`config.mk`:
```
export PLATFORM = sky130hd
export DESIGN_NAME = bkg_map_ctrl_flat
export DESIGN_NICKNAME = d
export VERILOG_FILES = /design/src/rtl/bkg_pkg.sv /design/src/rtl/bkg_map_ctrl_if.sv /design/src/rtl/bkg_tile_ram.sv /design/src/rtl/bkg_map_ctrl.sv /design/src/flat_wrapper.sv
export SDC_FILE = /design/constraint.sdc
export NUM_CORES = 1
export LEC_CHECK = 0
export ABC_AREA = 1
export CAP_MARGIN = 10
export CORE_MARGIN = 5
export CORE_UTILIZATION = 44
export DETAILED_ROUTE_END_ITERATION = 10
export SLEW_MARGIN = 25
export SYNTH_ARGS = -nofsm -noshare
export SYNTH_HDL_FRONTEND = slang
export SYNTH_SLANG_ARGS = --single-unit
```
`constraint.sdc`:
```
create_clock -name clk -period 10.6 [get_ports clk]
set_clock_uncertainty 0.1 [all_clocks]
set_input_delay 1.06 -clock clk [delete_from_list [all_inputs] [get_ports clk]]
set_output_delay 1.06 -clock clk [all_outputs]
set_load 0.05 [all_outputs]
```
`src/rtl/bkg_pkg.sv`:
```
// Shared definitions for the background tile map controller.
// Holds the map geometry, tile code constants, FSM state encoding and a
// small address range helper used by the controller and the tile RAM.
package bkg_pkg;

  localparam int MAP_W = 20;
  localparam int MAP_H = 15;
  localparam int DEPTH = MAP_W * MAP_H;
  localparam int AW    = 9;
  localparam int DW    = 3;

  localparam logic [AW-1:0] DEPTH_ADDR = AW'(DEPTH);
  localparam logic [AW-1:0] LAST_ADDR  = AW'(DEPTH - 1);

  localparam logic [DW-1:0] TILE_FLOOR = 3'd0;
  localparam logic [DW-1:0] TILE_BLOCK = 3'd5;

  typedef enum logic [1:0] {
    ST_IDLE  = 2'd0,
    ST_LOAD  = 2'd1,
    ST_SERVE = 2'd2
  } bkg_state_e;

  // True when a linear address falls inside the 20x15 map.
  function automatic logic addr_in_map(input logic [AW-1:0] addr);
    return addr < DEPTH_ADDR;
  endfunction

endpackage

```
`src/rtl/bkg_map_ctrl_if.sv`:
```
// Requester bus for the tile map: a read-only VGA fetch channel and a
// read/write game logic channel.
//   master : requester side (drives req/addr/we/wdata, receives data/valid/grant)
//   slave  : controller side
interface bkg_map_ctrl_if;
  import bkg_pkg::*;

  logic          vga_req;
  logic [AW-1:0] vga_addr;
  logic [DW-1:0] vga_q;
  logic          vga_valid;

  logic          game_req;
  logic          game_we;
  logic [AW-1:0] game_addr;
  logic [DW-1:0] game_wdata;
  logic          game_gnt;
  logic [DW-1:0] game_rdata;
  logic          game_rvalid;

  modport master (
    output vga_req, vga_addr, game_req, game_we, game_addr, game_wdata,
    input  vga_q, vga_valid, game_gnt, game_rdata, game_rvalid
  );

  modport slave (
    input  vga_req, vga_addr, game_req, game_we, game_addr, game_wdata,
    output vga_q, vga_valid, game_gnt, game_rdata, game_rvalid
  );

endinterface

```
`src/rtl/bkg_tile_ram.sv`:
```
// Single-port DEPTH x DW tile RAM with synchronous write and registered read.
// Ports:
//   clk, rst_n : clock and asynchronous active-low reset (read register only)
//   en, we     : access enable and write select
//   addr       : linear tile address
//   wdata      : tile code to write
//   rdata      : registered read data, held until the next read
// Out-of-map addresses read as 0 and ignore writes.
module bkg_tile_ram
  import bkg_pkg::*;
(
  input  logic          clk,
  input  logic          rst_n,
  input  logic          en,
  input  logic          we,
  input  logic [AW-1:0] addr,
  input  logic [DW-1:0] wdata,
  output logic [DW-1:0] rdata
);

  logic [DW-1:0] mem [DEPTH];
  logic [DW-1:0] rdata_d, rdata_q;

  always_comb begin
    rdata_d = rdata_q;
    if (en && !we) begin
      rdata_d = addr_in_map(addr) ? mem[addr] : '0;
    end
  end

  // Array contents are deliberately not reset; the map is undefined until loaded.
  always_ff @(posedge clk) begin
    if (en && we && addr_in_map(addr)) begin
      mem[addr] <= wdata;
    end
  end

  always_ff @(posedge clk or negedge rst_n) begin
    if (!rst_n) begin
      rdata_q <= '0;
    end else begin
      rdata_q <= rdata_d;
    end
  end

  assign rdata = rdata_q;

endmodule

```
`src/rtl/bkg_map_ctrl.sv`:
```
// Background tile map controller: copies the level image from the
// background ROM into the tile RAM on load_start, then shares the RAM between
// the VGA fetch (absolute priority) and game logic.
// Ports:
//   clk, rst_n   : clock and asynchronous active-low reset
//   load_start   : one-cycle pulse requesting a (re)load from ROM
//   load_busy    : high while copying
//   load_done    : one-cycle pulse after the last entry is written
//   rom_addr     : address to the combinational background ROM
//   rom_q        : ROM data for rom_addr
//   bus          : VGA and game requester channels (slave side)
module bkg_map_ctrl
  import bkg_pkg::*;
(
  input  logic          clk,
  input  logic          rst_n,
  input  logic          load_start,
  output logic          load_busy,
  output logic          load_done,
  output logic [AW-1:0] rom_addr,
  input  logic [DW-1:0] rom_q,
  bkg_map_ctrl_if.slave bus
);

  localparam logic [1:0] S_IDLE  = ST_IDLE;
  localparam logic [1:0] S_LOAD  = ST_LOAD;
  localparam logic [1:0] S_SERVE = ST_SERVE;

  logic [1:0]    state_d, state_q;
  logic [AW-1:0] cnt_d, cnt_q;
  logic          load_done_d, load_done_q;
  logic          vga_valid_d, vga_valid_q;
  logic          vga_from_ram_d, vga_from_ram_q;
  logic          game_rvalid_d, game_rvalid_q;
  logic [DW-1:0] vga_hold_d, vga_hold_q;
  logic [DW-1:0] game_hold_d, game_hold_q;

  logic          serve_ok;
  logic          game_gnt;
  logic          ram_en, ram_we;
  logic [AW-1:0] ram_addr;
  logic [DW-1:0] ram_wdata, ram_rdata;
  logic [DW-1:0] vga_q_now, game_rdata_now;

  bkg_tile_ram u_ram (
    .clk   (clk),
    .rst_n (rst_n),
    .en    (ram_en),
    .we    (ram_we),
    .addr  (ram_addr),
    .wdata (ram_wdata),
    .rdata (ram_rdata)
  );

  // The RAM has one read register shared by both channels, so each channel
  // keeps its own copy of the last returned value. VGA reads accepted outside
  // SERVE never touch the RAM and return 0.
  always_comb begin
    vga_q_now      = vga_valid_q ? (vga_from_ram_q ? ram_rdata : '0) : vga_hold_q;
    game_rdata_now = game_rvalid_q ? ram_rdata : game_hold_q;
  end

  // A load_start seen in SERVE takes the RAM port away for that cycle.
  always_comb begin
    serve_ok = (state_q == S_SERVE) && !load_start;
    game_gnt = bus.game_req && !bus.vga_req && serve_ok;

    state_d        = state_q;
    cnt_d          = cnt_q;
    load_done_d    = 1'b0;
    ram_en         = 1'b0;
    ram_we         = 1'b0;
    ram_addr       = '0;
    ram_wdata      = '0;

    case (state_q)
      S_LOAD: begin
        ram_en    = 1'b1;
        ram_we    = 1'b1;
        ram_addr  = cnt_q;
        ram_wdata = rom_q;
        cnt_d     = cnt_q + AW'(1);
        if (cnt_q == LAST_ADDR) begin
          state_d     = S_SERVE;
          cnt_d       = '0;
          load_done_d = 1'b1;
        end
      end
      S_SERVE: begin
        if (load_start) begin
          state_d = S_LOAD;
          cnt_d   = '0;
        end else if (bus.vga_req) begin
          ram_en   = 1'b1;
          ram_addr = bus.vga_addr;
        end else if (game_gnt) begin
          ram_en    = 1'b1;
          ram_we    = bus.game_we;
          ram_addr  = bus.game_addr;
          ram_wdata = bus.game_wdata;
        end
      end
      default: begin
        if (load_start) begin
          state_d = S_LOAD;
          cnt_d   = '0;
        end
      end
    endcase

    vga_valid_d    = bus.vga_req;
    vga_from_ram_d = bus.vga_req && serve_ok;
    game_rvalid_d  = game_gnt && !bus.game_we;
    vga_hold_d     = vga_q_now;
    game_hold_d    = game_rdata_now;
  end

  always_ff @(posedge clk or negedge rst_n) begin
    if (!rst_n) begin
      state_q        <= S_IDLE;
      cnt_q          <= '0;
      load_done_q    <= 1'b0;
      vga_valid_q    <= 1'b0;
      vga_from_ram_q <= 1'b0;
      game_rvalid_q  <= 1'b0;
      vga_hold_q     <= '0;
      game_hold_q    <= '0;
    end else begin
      state_q        <= state_d;
      cnt_q          <= cnt_d;
      load_done_q    <= load_done_d;
      vga_valid_q    <= vga_valid_d;
      vga_from_ram_q <= vga_from_ram_d;
      game_rvalid_q  <= game_rvalid_d;
      vga_hold_q     <= vga_hold_d;
      game_hold_q    <= game_hold_d;
    end
  end

  assign load_busy       = (state_q == S_LOAD);
  assign load_done       = load_done_q;
  assign rom_addr        = cnt_q;
  assign bus.vga_q       = vga_q_now;
  assign bus.vga_valid   = vga_valid_q;
  assign bus.game_gnt    = game_gnt;
  assign bus.game_rdata  = game_rdata_now;
  assign bus.game_rvalid = game_rvalid_q;

endmodule

```
`src/flat_wrapper.sv`:
```
// flat-port wrapper written by rule: the top's interface ports become plain ports
module bkg_map_ctrl_flat import bkg_pkg::*;
  (clk, rst_n, load_start, load_busy, load_done, rom_addr, rom_q, bus_vga_req, bus_vga_addr, bus_game_req, bus_game_we, bus_game_addr, bus_game_wdata, bus_vga_q, bus_vga_valid, bus_game_gnt, bus_game_rdata, bus_game_rvalid);
  bkg_map_ctrl_if bus_i ();
  input  logic clk;
  input  logic rst_n;
  input  logic load_start;
  output logic load_busy;
  output logic load_done;
  output logic [AW-1:0] rom_addr;
  input  logic [DW-1:0] rom_q;
  input wire logic [$bits(bus_i.vga_req)-1:0] bus_vga_req;
  input wire logic [$bits(bus_i.vga_addr)-1:0] bus_vga_addr;
  input wire logic [$bits(bus_i.game_req)-1:0] bus_game_req;
  input wire logic [$bits(bus_i.game_we)-1:0] bus_game_we;
  input wire logic [$bits(bus_i.game_addr)-1:0] bus_game_addr;
  input wire logic [$bits(bus_i.game_wdata)-1:0] bus_game_wdata;
  output wire logic [$bits(bus_i.vga_q)-1:0] bus_vga_q;
  output wire logic [$bits(bus_i.vga_valid)-1:0] bus_vga_valid;
  output wire logic [$bits(bus_i.game_gnt)-1:0] bus_game_gnt;
  output wire logic [$bits(bus_i.game_rdata)-1:0] bus_game_rdata;
  output wire logic [$bits(bus_i.game_rvalid)-1:0] bus_game_rvalid;
  assign bus_i.vga_req = bus_vga_req;
  assign bus_i.vga_addr = bus_vga_addr;
  assign bus_i.game_req = bus_game_req;
  assign bus_i.game_we = bus_game_we;
  assign bus_i.game_addr = bus_game_addr;
  assign bus_i.game_wdata = bus_game_wdata;
  assign bus_vga_q = bus_i.vga_q;
  assign bus_vga_valid = bus_i.vga_valid;
  assign bus_game_gnt = bus_i.game_gnt;
  assign bus_game_rdata = bus_i.game_rdata;
  assign bus_game_rvalid = bus_i.game_rvalid;
  bkg_map_ctrl u_core (.clk(clk), .rst_n(rst_n), .load_start(load_start), .load_busy(load_busy), .load_done(load_done), .rom_addr(rom_addr), .rom_q(rom_q), .bus(bus_i));
endmodule
```
# Yosys cells after proc, flatten, opt, wreduce, memory -nomap -nowiden
# Memories as Yosys holds them, arrays and structs flattened.
# Cells that the tools add are included.
totals:
  regBits: 24
  latchBits: 0
  ramBits: 900
  mem_bits_ro: 0
  out_inout_bits: 20
  memories: 1
classes:
  addsub: 1
  multipliers: 0
  n_div: 0
  order_cmp: 1
  eq_ne: 4
  shift: 0
  n_mux: 30
  bitwise: 0
  reduce_logical: 14
memory_table:
  columns: ["name", "words", "word_bits", "read_ports", "rd_ports_with_merged_regs", "write_ports", "line", "text"]
  rows:
  - ["u_core.u_ram.mem", 300, 3, 1, 0, 1, "bkg_tile_ram.sv:21", "logic [DW-1:0] mem [DEPTH];"]
op_table:
  columns: ["operator", "count"]
  rows:
  - ["$mux 9", 6]
  - ["$mux 3", 7]
  - ["$pmux 9 s2", 1]
  - ["$mux 1", 10]
  - ["$add 9x1->9 const B", 1]
  - ["$eq 9x9->1 const B", 1]
  - ["$lt 9x9->1 const B", 1]
  - ["$logic_and 1x1->1", 8]
  - ["$mux 2", 3]
  - ["$pmux 3 s2", 1]
  - ["$logic_not 1->1", 4]
  - ["$pmux 1 s2", 2]
  - ["$eq 2x1->1 const B", 1]
  - ["$eq 2x2->1 const B", 1]
  - ["$ne 2x1->1 const B", 1]
  - ["$reduce_and 2->1", 1]
  - ["$reduce_bool 2->1", 1]

# Logic depth before layout (Yosys ltp)
# Gate-level depths: netlist of run 1.
depth:
  depth_word: 11
  depth_mapped: 25
  ltp_nobuf: 22

# Modules after synthesis
# A second synthesis of run 1 with hierarchy kept.
unflattened:
  cells_unflattened: 3762
  hier_area_um2: 39007.4
modules_own_cells:
  columns: ["mod", "n_inst", "cells_per_inst", "area_each_um2", "seq_area_each_um2"]
  rows:
  - ["bkg_tile_ram", 1, 3549, 37634.8, 27101.0]
  - ["bkg_map_ctrl", 1, 213, 1372.6, 525.5]

# Worst setup path before layout of run 1
# Ideal clock, no wire load.
synth_timing:
  path_type: "input to register"
  start: "input port load_start"
  end: "memory u_core.u_ram.mem[0][0], data pin"
  setup_ns: 1.809
  arrival_time_ns: 9.609
  path_slack_ns: -0.919
  cell_stages: 6
  path_buffers: 1
  cell_sequence: "inv_2 -> nand2_4 -> nor2_4 -> buf_6 -> nand2_1 -> a21oi_1"
synth_between:
  elab_chain_len: 7
synth_rtl:
  columns: ["element", "line", "text"]
  rows:
  - ["start, declared", "flat_wrapper.sv:7", "input logic load_start;"]
  - ["$logic_not 1->1", "bkg_map_ctrl.sv:65", "serve_ok = (state_q == S_SERVE) && !load_start;"]
  - ["$logic_and 1x1->1", "bkg_map_ctrl.sv:65", null]
  - ["$logic_and 1x1->1", "bkg_map_ctrl.sv:66", "game_gnt = bus.game_req && !bus.vga_req && serve_ok;"]
  - ["named net bus_game_gnt", "flat_wrapper.sv:20", "output wire logic [$bits(bus_i.game_gnt)-1:0] bus_game_gnt;"]
  - ["$mux 3", "bkg_map_ctrl.sv:96", "end else if (game_gnt) begin"]
  - ["$mux 3", "bkg_map_ctrl.sv:93", "end else if (bus.vga_req) begin"]
  - ["$mux 3", "bkg_map_ctrl.sv:90", "if (load_start) begin"]
  - ["$pmux 3 s2", "bkg_map_ctrl.sv:76", "case (state_q)"]
  - ["named net u_core.ram_wdata[0]", "bkg_map_ctrl.sv:42", "logic [DW-1:0] ram_wdata, ram_rdata;"]
  - ["end, declared", "bkg_tile_ram.sv:21", null]
# The timed path passes the listed nets, and every way through them passes these cells.

# Worst setup path in the final report of run 1
layout_timing:
  start: "input port bus_vga_req"
  end: "register u_core.u_ram.rdata_q[1] (netlist: u_core.u_ram.rdata[1])"
layout_between:
  elab_chain_len: 9
layout_rtl:
  columns: ["element", "line", "text"]
  rows:
  - ["start, declared", "flat_wrapper.sv:12", "input wire logic [$bits(bus_i.vga_req)-1:0] bus_vga_req;"]
  - ["$logic_not 1->1", "bkg_map_ctrl.sv:66", null]
  - ["$logic_and 1x1->1 (2 in series)", "bkg_map_ctrl.sv:66", null]
  - ["$mux 9 / $mux 1 (equally long branches)", "bkg_map_ctrl.sv:96", null]
  - ["$mux 9 / $mux 1 (equally long branches)", "bkg_map_ctrl.sv:93", null]
  - ["$mux 9 / $mux 1 (equally long branches)", "bkg_map_ctrl.sv:90", null]
  - ["$pmux 9 s2 / $pmux 1 s2 (equally long branches)", "bkg_map_ctrl.sv:76", null]
  - ["$mem_v2 300x3 (tied with other cells)", null, null]
  - ["$mux 3 / $logic_and 1x1->1 (equally long branches)", "bkg_tile_ram.sv:27, bkg_tile_ram.sv:26", null]
  - ["end signal, assigned", "bkg_tile_ram.sv:42", "rdata_q <= rdata_d;"]
  - ["end, declared", "bkg_tile_ram.sv:22", "logic [DW-1:0] rdata_d, rdata_q;"]
# Parallel ways exist; a longest one is shown, timed or not.
# A chain may end at the register's enable or synchronous reset.

==> run_results.csv, run 1 <==
group,metric,value,unit
outcome,outcome,"complete, no violations",
critical_path,worstPathArrival,5.52,ns
synth,syn_nets,4013,
critical_path,r2r_setup_slack,5.60,ns
place,place_hpwl,59.83,mm
route,routedWlPerCell,21.28,µm
critical_path,cp-start-kind,"primary input",
route,drt-total-wl,112.2,mm
place,post-place-ws,4.938,ns
critical_path,endpoint_kind,"flip-flop",
synth,synth_async_sr_flop_share,0.02597,
layout,final_cell_mix,"nand2_1, edfxtp_1, nor2_1, inv_1, o21ai_0",
grt,grt_pass1_wl,168.1,mm
timing,final.setup.tns,0,ns
clock_network,cts_htree_levels,3,
die,io_pins,50,
critical_path,cp.required,11.05,ns
critical_path,r2r-start,"u_core.state_q[0]$_DFFE_PN0P_",
timing,fin_crit,5.062,ns
place,io_buffers,49,
clock_network,numCtsBuffers,93,
critical_path,worstPathMaxFanout,106,
critical_path,crit_type,"primary input to flip-flop",
synth,syn_area_per_cell,10.29,µm²
synth,syn_inst,3980,
pwr,vdd_ir_drop_max,0.0002942,V
hold_path,hp-class,"flip-flop to flip-flop",
clock_network,path_clk_slew,0.06,ns
synth,yosysUniqueCellTypes,45,
clock_network,post_cts_buffers,0,
route,drt_iter0_drc,2911,
timing,maxSlewHeadroom,0.2959,
timing,rsz0062_at_grt,"false",
hold_path,whs_path_depth,1,
route,first_pass_iters,6,
grt,overflow,0,
die,rows,112,
route,vias_per_cell,5.275,
route,drc,0,
timing,slew_violations,0,
hold_path,holdPathEnd,"u_core.game_hold_q[1]$_DFF_PN0_",
pwr,leakage,17.62,nW
timing,worstMarginPinSlew,1.056,ns
synth,seq_area_frac_synth,0.6743,
timing,fin_ws,5.538,ns
route,final_antenna_net_count,0,
layout,final_common_cell,"nand2_1",
clock_network,post_cts_resized,0,
clock_network,cts_hold_buf,0,
pwr,p_per_area,308.1,nW/µm²
die,fp.dieH,315.1,µm
run,max_cap_viol_count,0,
place,gp_congestion,0.8249,
layout,final_util,0.4870,
synth,synthFlopType,"edfxtp_1",
synth,synth_top_area_cell,"edfxtp_1",
timing,setup_violations,0,
grt,grt_pass1_vias,26810,
synth,ys_ff_latch,924,
clock_network,root_buffer,"clkbuf_16",
die,start_util,0.4410,
synth,synth_top_area_share,0.6597,
critical_path,reg2reg_depth,14,
synth,syn_area,40970,µm²
clock_network,max-clock-path-buffers,3,
die,design.core.area,92910,µm²
synth,yosysWarnings,0,
grt,antenna_found_initial,0,
layout,fill_cells,8492,
die,die_area,99310,µm²
layout,nNetsFinal,3982,
die,die-width,315.1,µm
layout,syn_to_final_growth,10.44,%
clock_network,cts_tree,"yes",
layout,drive_gt1_frac,0.05950,
timing,fin_crit_sh,0.4775,
synth,synthTopCellsByArea,"edfxtp_1, nand2_1, nor2_1, inv_1, nand3b_1",
grt,grt_max_degree,213,
timing,clock.fmax,197.6,MHz
timing,hold_violations,0,
clock_network,cts_sinks,924,
grt,grtUsageTotal,0.2224,
layout,diodes,0,
hold_path,hp-start,"u_core.game_hold_q[1]$_DFF_PN0_",
route,num_vias,27810,
critical_path,reg2reg_to,"u_core.u_ram.mem[211][0]$_DFFE_PP_",
clock_network,clk_latency,0.66,ns
synth,synth_edf_count,900,
[sequential cells by signal, summed over array words and instances, names as in the netlist]
signal and cells:
u_core.bus.game_rvalid 1, u_core.state_q 2, u_core.u_ram.rdata 3, u_core.game_hold_q 3, u_core.bus.vga_valid 1, u_core.vga_from_ram_q 1
u_core.rom_addr 9, u_core.vga_hold_q 3, u_core.u_ram.mem 900, u_core.load_done 1
[kinds of logic (layout without fill, tap and decap cells)]
| logic type | count (synthesis) | after routing | synth area share |
|---|---|---|---|
| AOI/OAI and AO/OA | 256 | 256 | 0.03500 |
| xor gates and xnor gates | 5 | 5 | 0.001069 |
| adders and majority gates | 3 | 3 | 0.0009163 |
| buffers and inverters | 463 | 500 | 0.05216 |
| DFF | 924 | 924 | 0.6743 |
| muxes | 3 | 3 | 0.0008245 |
| and+or+nand+nor | 2326 | 2326 | 0.2357 |
[worst max-delay path, stage by stage]
cell and delay (ns):
clkdlybuf4s50_1 0.52, inv_2 0.14, nand2_2 0.08, nor2_4 0.27
nand2_1 0.18, nand2_1 0.24, nand2_8 0.47, nand2_2 0.97
inv_2 0.43, a22oi_1 0.26, nand2_1 0.08, nand2_1 0.07
nand3_1 0.08, o21ai_0 0.18, nand2_1 0.07, nor2_1 0.12
nor2_1 0.06, nand2_1 0.08, nand2_1 0.05
[cell type report]
class,count,area [µm²],area share
Sequential cell,924,27630,0.6106
Inverter,252,950.9,0.02102
Timing Repair Buffer,85,825.8,0.01825
Tap cell,1254,1569,0.03468
Clock inverter,35,392.9,0.008683
Clock buffer,128,2574,0.05688
Multi-Input combinational cell,2593,11310,0.2499
[synth_stat cells (2+ instances only)]
cell,count
mux2_2,3
nand3_1,89
inv_1,245
or2_2,9
buf_6,19
buf_1,5
nor2_4,7
buf_4,26
ha_1,3
o211ai_1,6
clkinv_1,2
dfrtp_1,24
nand4_1,12
xor2_1,4
nand3b_1,111
o21ai_0,146
edfxtp_1,900
a22oi_1,21
nand2_4,20
a31oi_1,3
nand2_2,7
inv_2,5
buf_2,126
a21oi_1,28
or2_0,3
nor2_8,4
nor2_1,544
o22ai_1,30
nand2_1,1497
o32ai_1,2
o21ai_1,12
clkbuf_1,34
nor2_2,12
a21oi_2,4
nor3_1,7
[metrics by stage]
stage               total power [mW]  area [µm²]  hold slack (ns)  cells
floorplan                      8.667       40980           0.3656   3980
global placement               10.69       42240           0.3792   5107
finish                         13.94       45250           0.4011   5271
detailed placement             10.69       42240           0.3951   5107
global route                   14.67       45250           0.4245   5271
CTS                            13.93       45210           0.4091   5270
[where the power goes]
group / internal, mW / switching [mW] / leakage, nW
registers: 4.47 / 0.0550 / 8.43
logic: 1.37 / 4.79 / 7.76
clock network: 1.88 / 1.38 / 1.43
[metal layers]
metal / global-route usage / routed length, µm / vias to the layer above
met5: 0 / 0 / -
met4: 0.06022 / 3160 / 0
met3: 0.03661 / 8243 / 188
met2: 0.3595 / 52150 / 1070
met1: 0.3152 / 48600 / 13490
li1: - / - / 13060
[worst max-delay path by stage]
| stage | end | slack, ns | startpoint | cells past startpoint |
|---|---|---|---|---|
| after global placement | u_core.u_ram.mem[18][0]$_DFFE_PP_ | 4.95 | bus_vga_req | 16 |
| after detailed placement | u_core.u_ram.rdata[1]$_DFFE_PN0P_ | 4.94 | bus_vga_req | 19 |
| final | u_core.u_ram.rdata[1]$_DFFE_PN0P_ | 5.54 | bus_vga_req | 19 |
| after CTS | u_core.u_ram.mem[210][0]$_DFFE_PP_ | 5.59 | u_core.state_q[0]$_DFFE_PN0P_ | 14 |
| after global routing | u_core.u_ram.rdata[1]$_DFFE_PN0P_ | 5.24 | bus_vga_req | 19 |
| after floorplan | u_core.u_ram.mem[0][0]$_DFFE_PP_ | 3.03 | load_start | 6 |
Power figures use the tool's default switching activity.
==> run 2: changes to the inputs <==
==> constraint.sdc (replaced) <==
create_clock -name clk -period 4.14 [get_ports clk]
set_clock_uncertainty 0.1 [all_clocks]
set_input_delay 0.414 -clock clk [delete_from_list [all_inputs] [get_ports clk]]
set_output_delay 0.414 -clock clk [all_outputs]
set_load 0.05 [all_outputs]
==> run 2 against run 1 <==
  * Utilization rose by 1.4 points
  * Global-route usage increased by 0.72 points
  * Register-to-register slack worse by 5.3 ns
  * Cell count increased by 2.1%
  * Sequential cell count stayed put
  * Critical path type is now flip-flop to flip-flop
  * Largest cell class unchanged
  * Largest power group unchanged
==> run_results.csv, run 2 (synthesis gave the netlist of run 1 again) <==
group,metric,value,unit
pwr,leakage,18.30,nW
route,routedWlPerCell,21.40,µm
route,drt_iter0_drc,2795,
layout,fin_cells,5381,
route,drt-total-wl,115.1,mm
run,max_cap_viol_count,0,
clock_network,cts_hold_buf,0,
place,place_hpwl,68.55,mm
timing,fin_crit_sh,0.9282,
route,drt-met1-wl,48.89,mm
clock_network,path_clk_slew,0.06,ns
clock_network,cts_sinks,924,
route,final_antenna_net_count,0,
clock_network,clk_latency,0.65,ns
pwr,vdd_ir_drop_max,0.0004811,V
clock_network,max-clock-path-buffers,3,
timing,worstMarginPinSlew,1.093,ns
critical_path,cp-start-kind,"flip-flop",
grt,grt_max_degree,106,
route,num_vias,28260,
hold_path,hp-class,"primary input to async pin",
critical_path,endpoint_kind,"flip-flop",
grt,grtUsageTotal,0.2296,
die,io_pins,50,
die,rows,112,
critical_path,crit_slowest_cell,"buf_4",
layout,diodes,0,
timing,slew_violations,0,
clock_network,cts_tree,"yes",
route,first_pass_iters,6,
grt,grt_pass1_wl,171.3,mm
clock_network,cts_htree_levels,3,
route,vias_per_cell,5.253,
timing,setup_violations,0,
critical_path,max_stage_delay,0.44,ns
layout,fill_cells,8331,
layout,drive_gt1_frac,0.08384,
timing,rsz0062_at_grt,"false",
route,drc,0,
timing,hold_violations,0,
die,die_area,99310,µm²
timing,fin_crit,3.843,ns
timing,finalHoldWorstSlack,0.03161,ns
timing,maxSlewHeadroom,0.2695,
critical_path,worstPathArrival,4.01,ns
clock_network,post_cts_resized,0,
place,post-place-cells,5209,
clock_network,numCtsBuffers,98,
critical_path,worstPathMaxFanout,38,
outcome,outcome,"complete, no violations",
die,start_util,0.4410,
grt,antenna_found_initial,2,
critical_path,path_cells,"inv_1 -> ha_2 -> inv_6 -> buf_4 -> nand2_1 -> inv_1 -> nand2_1 -> nor2_1 -> buf_4 -> nand2_1 -> buf_4 -> nor2_1",
critical_path,cp.required,4.31,ns
clock_network,root_buffer,"clkbuf_16",
route,dr_wl_met3,9.087,mm
route,wl_met2,52.97,mm
place,gp_congestion,0.8678,
layout,final_cell_mix,"nand2_1, edfxtp_1, nor2_1, inv_1, o21ai_0",
layout,largest_reg_flops,900,
layout,largest-register,"u_core.u_ram.mem",
clock_network,post_cts_buffers,0,
route,highest_layer,"met5",
die,die-width,315.1,µm
place,io_buffers,49,
pwr,p_per_area,794.3,nW/µm²
layout,nNetsFinal,4088,
layout,syn_to_final_growth,13.53,%
timing,clock.fmax,260.2,MHz
die,fp.dieH,315.1,µm
die,design.core.area,92910,µm²
grt,overflow,0,
critical_path,crit_type,"flip-flop to flip-flop",
grt,grt_pass1_vias,27370,
layout,final_common_cell,"nand2_1",
-- run 2: changes by cell type in the layout (fill, tap and decap cells not counted), sizes merged --
cell and change:
buf +101, clkbuf -4, inv +1, clkinv +18
bufinv -4, clkinvlp -2
-- run 2: layout make-up --
cell class,count,area [µm²],share of cell area
clock buffer,124,2571,0.05528
clock inverter,48,370.4,0.007962
inverter,252,950.9,0.02044
multi-input combinational,2593,11340,0.2439
sequential,924,27630,0.5939
tap,1254,1569,0.03373
timing repair buffer,186,2082,0.04476
-- run 2: report_power, final --
group	internal, mW	leakage (nW)	switching (mW)
logic	4.59	8.44	12.7
registers	11.4	8.43	0.147
clock network	4.62	1.43	3.52
-- run 2: worst paths after layout --
check                                                startpoint                                 end  slack [ns]  cells after the start
worst max register to register    u_core.state_q[0]$_DFFE_PN0P_  u_core.u_ram.mem[219][0]$_DFFE_PP_        0.30                     12
worst max-delay path              u_core.state_q[0]$_DFFE_PN0P_  u_core.u_ram.mem[219][0]$_DFFE_PP_        0.30                     12
max in group asynchronous                                 rst_n     u_core.vga_from_ram_q$_DFF_PN0_        3.63                      2
worst min-delay path                                      rst_n      u_core.rom_addr[0]$_DFFE_PN0P_        0.03                      2
min in group clk                                    bus_vga_req      u_core.bus.vga_valid$_DFF_PN0_        0.26                      1
worst min register to register  u_core.game_hold_q[1]$_DFF_PN0_     u_core.game_hold_q[1]$_DFF_PN0_        0.40                      1
-- run 2: metal layers --
layer / track usage / vias to the layer above
met5: 0 / -
met4: 0.08050 / 2
met3: 0.03977 / 239
met2: 0.3641 / 1104
met1: 0.3221 / 13650
li1: - / 13270
-- run 2: worst max-delay path, delay by kind of cell (launching register included) --
| family | cells | cell delay [ns] |
|---|---|---|
| and+or+nand+nor | 5 | 1.07 |
| buffers and inverters | 6 | 1.47 |
| DFF | 1 | 0.41 |
| adders and majority gates | 1 | 0.40 |
-- run 2: through the flow --
step           setup slack [ns]  TNS [ns]  area (µm²)  total power, mW  utilization
2_1_floorplan           -0.4933   -443.94       41060            22.10            -
3_3_place_gp            0.06584         0       43570            28.86       0.4690
3_5_place_dp            0.02010         0       43570            28.86       0.4690
4_1_cts                  0.3217         0       46510            37.00       0.5006
5_1_grt                  0.1814         0       46510            38.98       0.5006
6_report                 0.2971         0       46510            36.95       0.5006
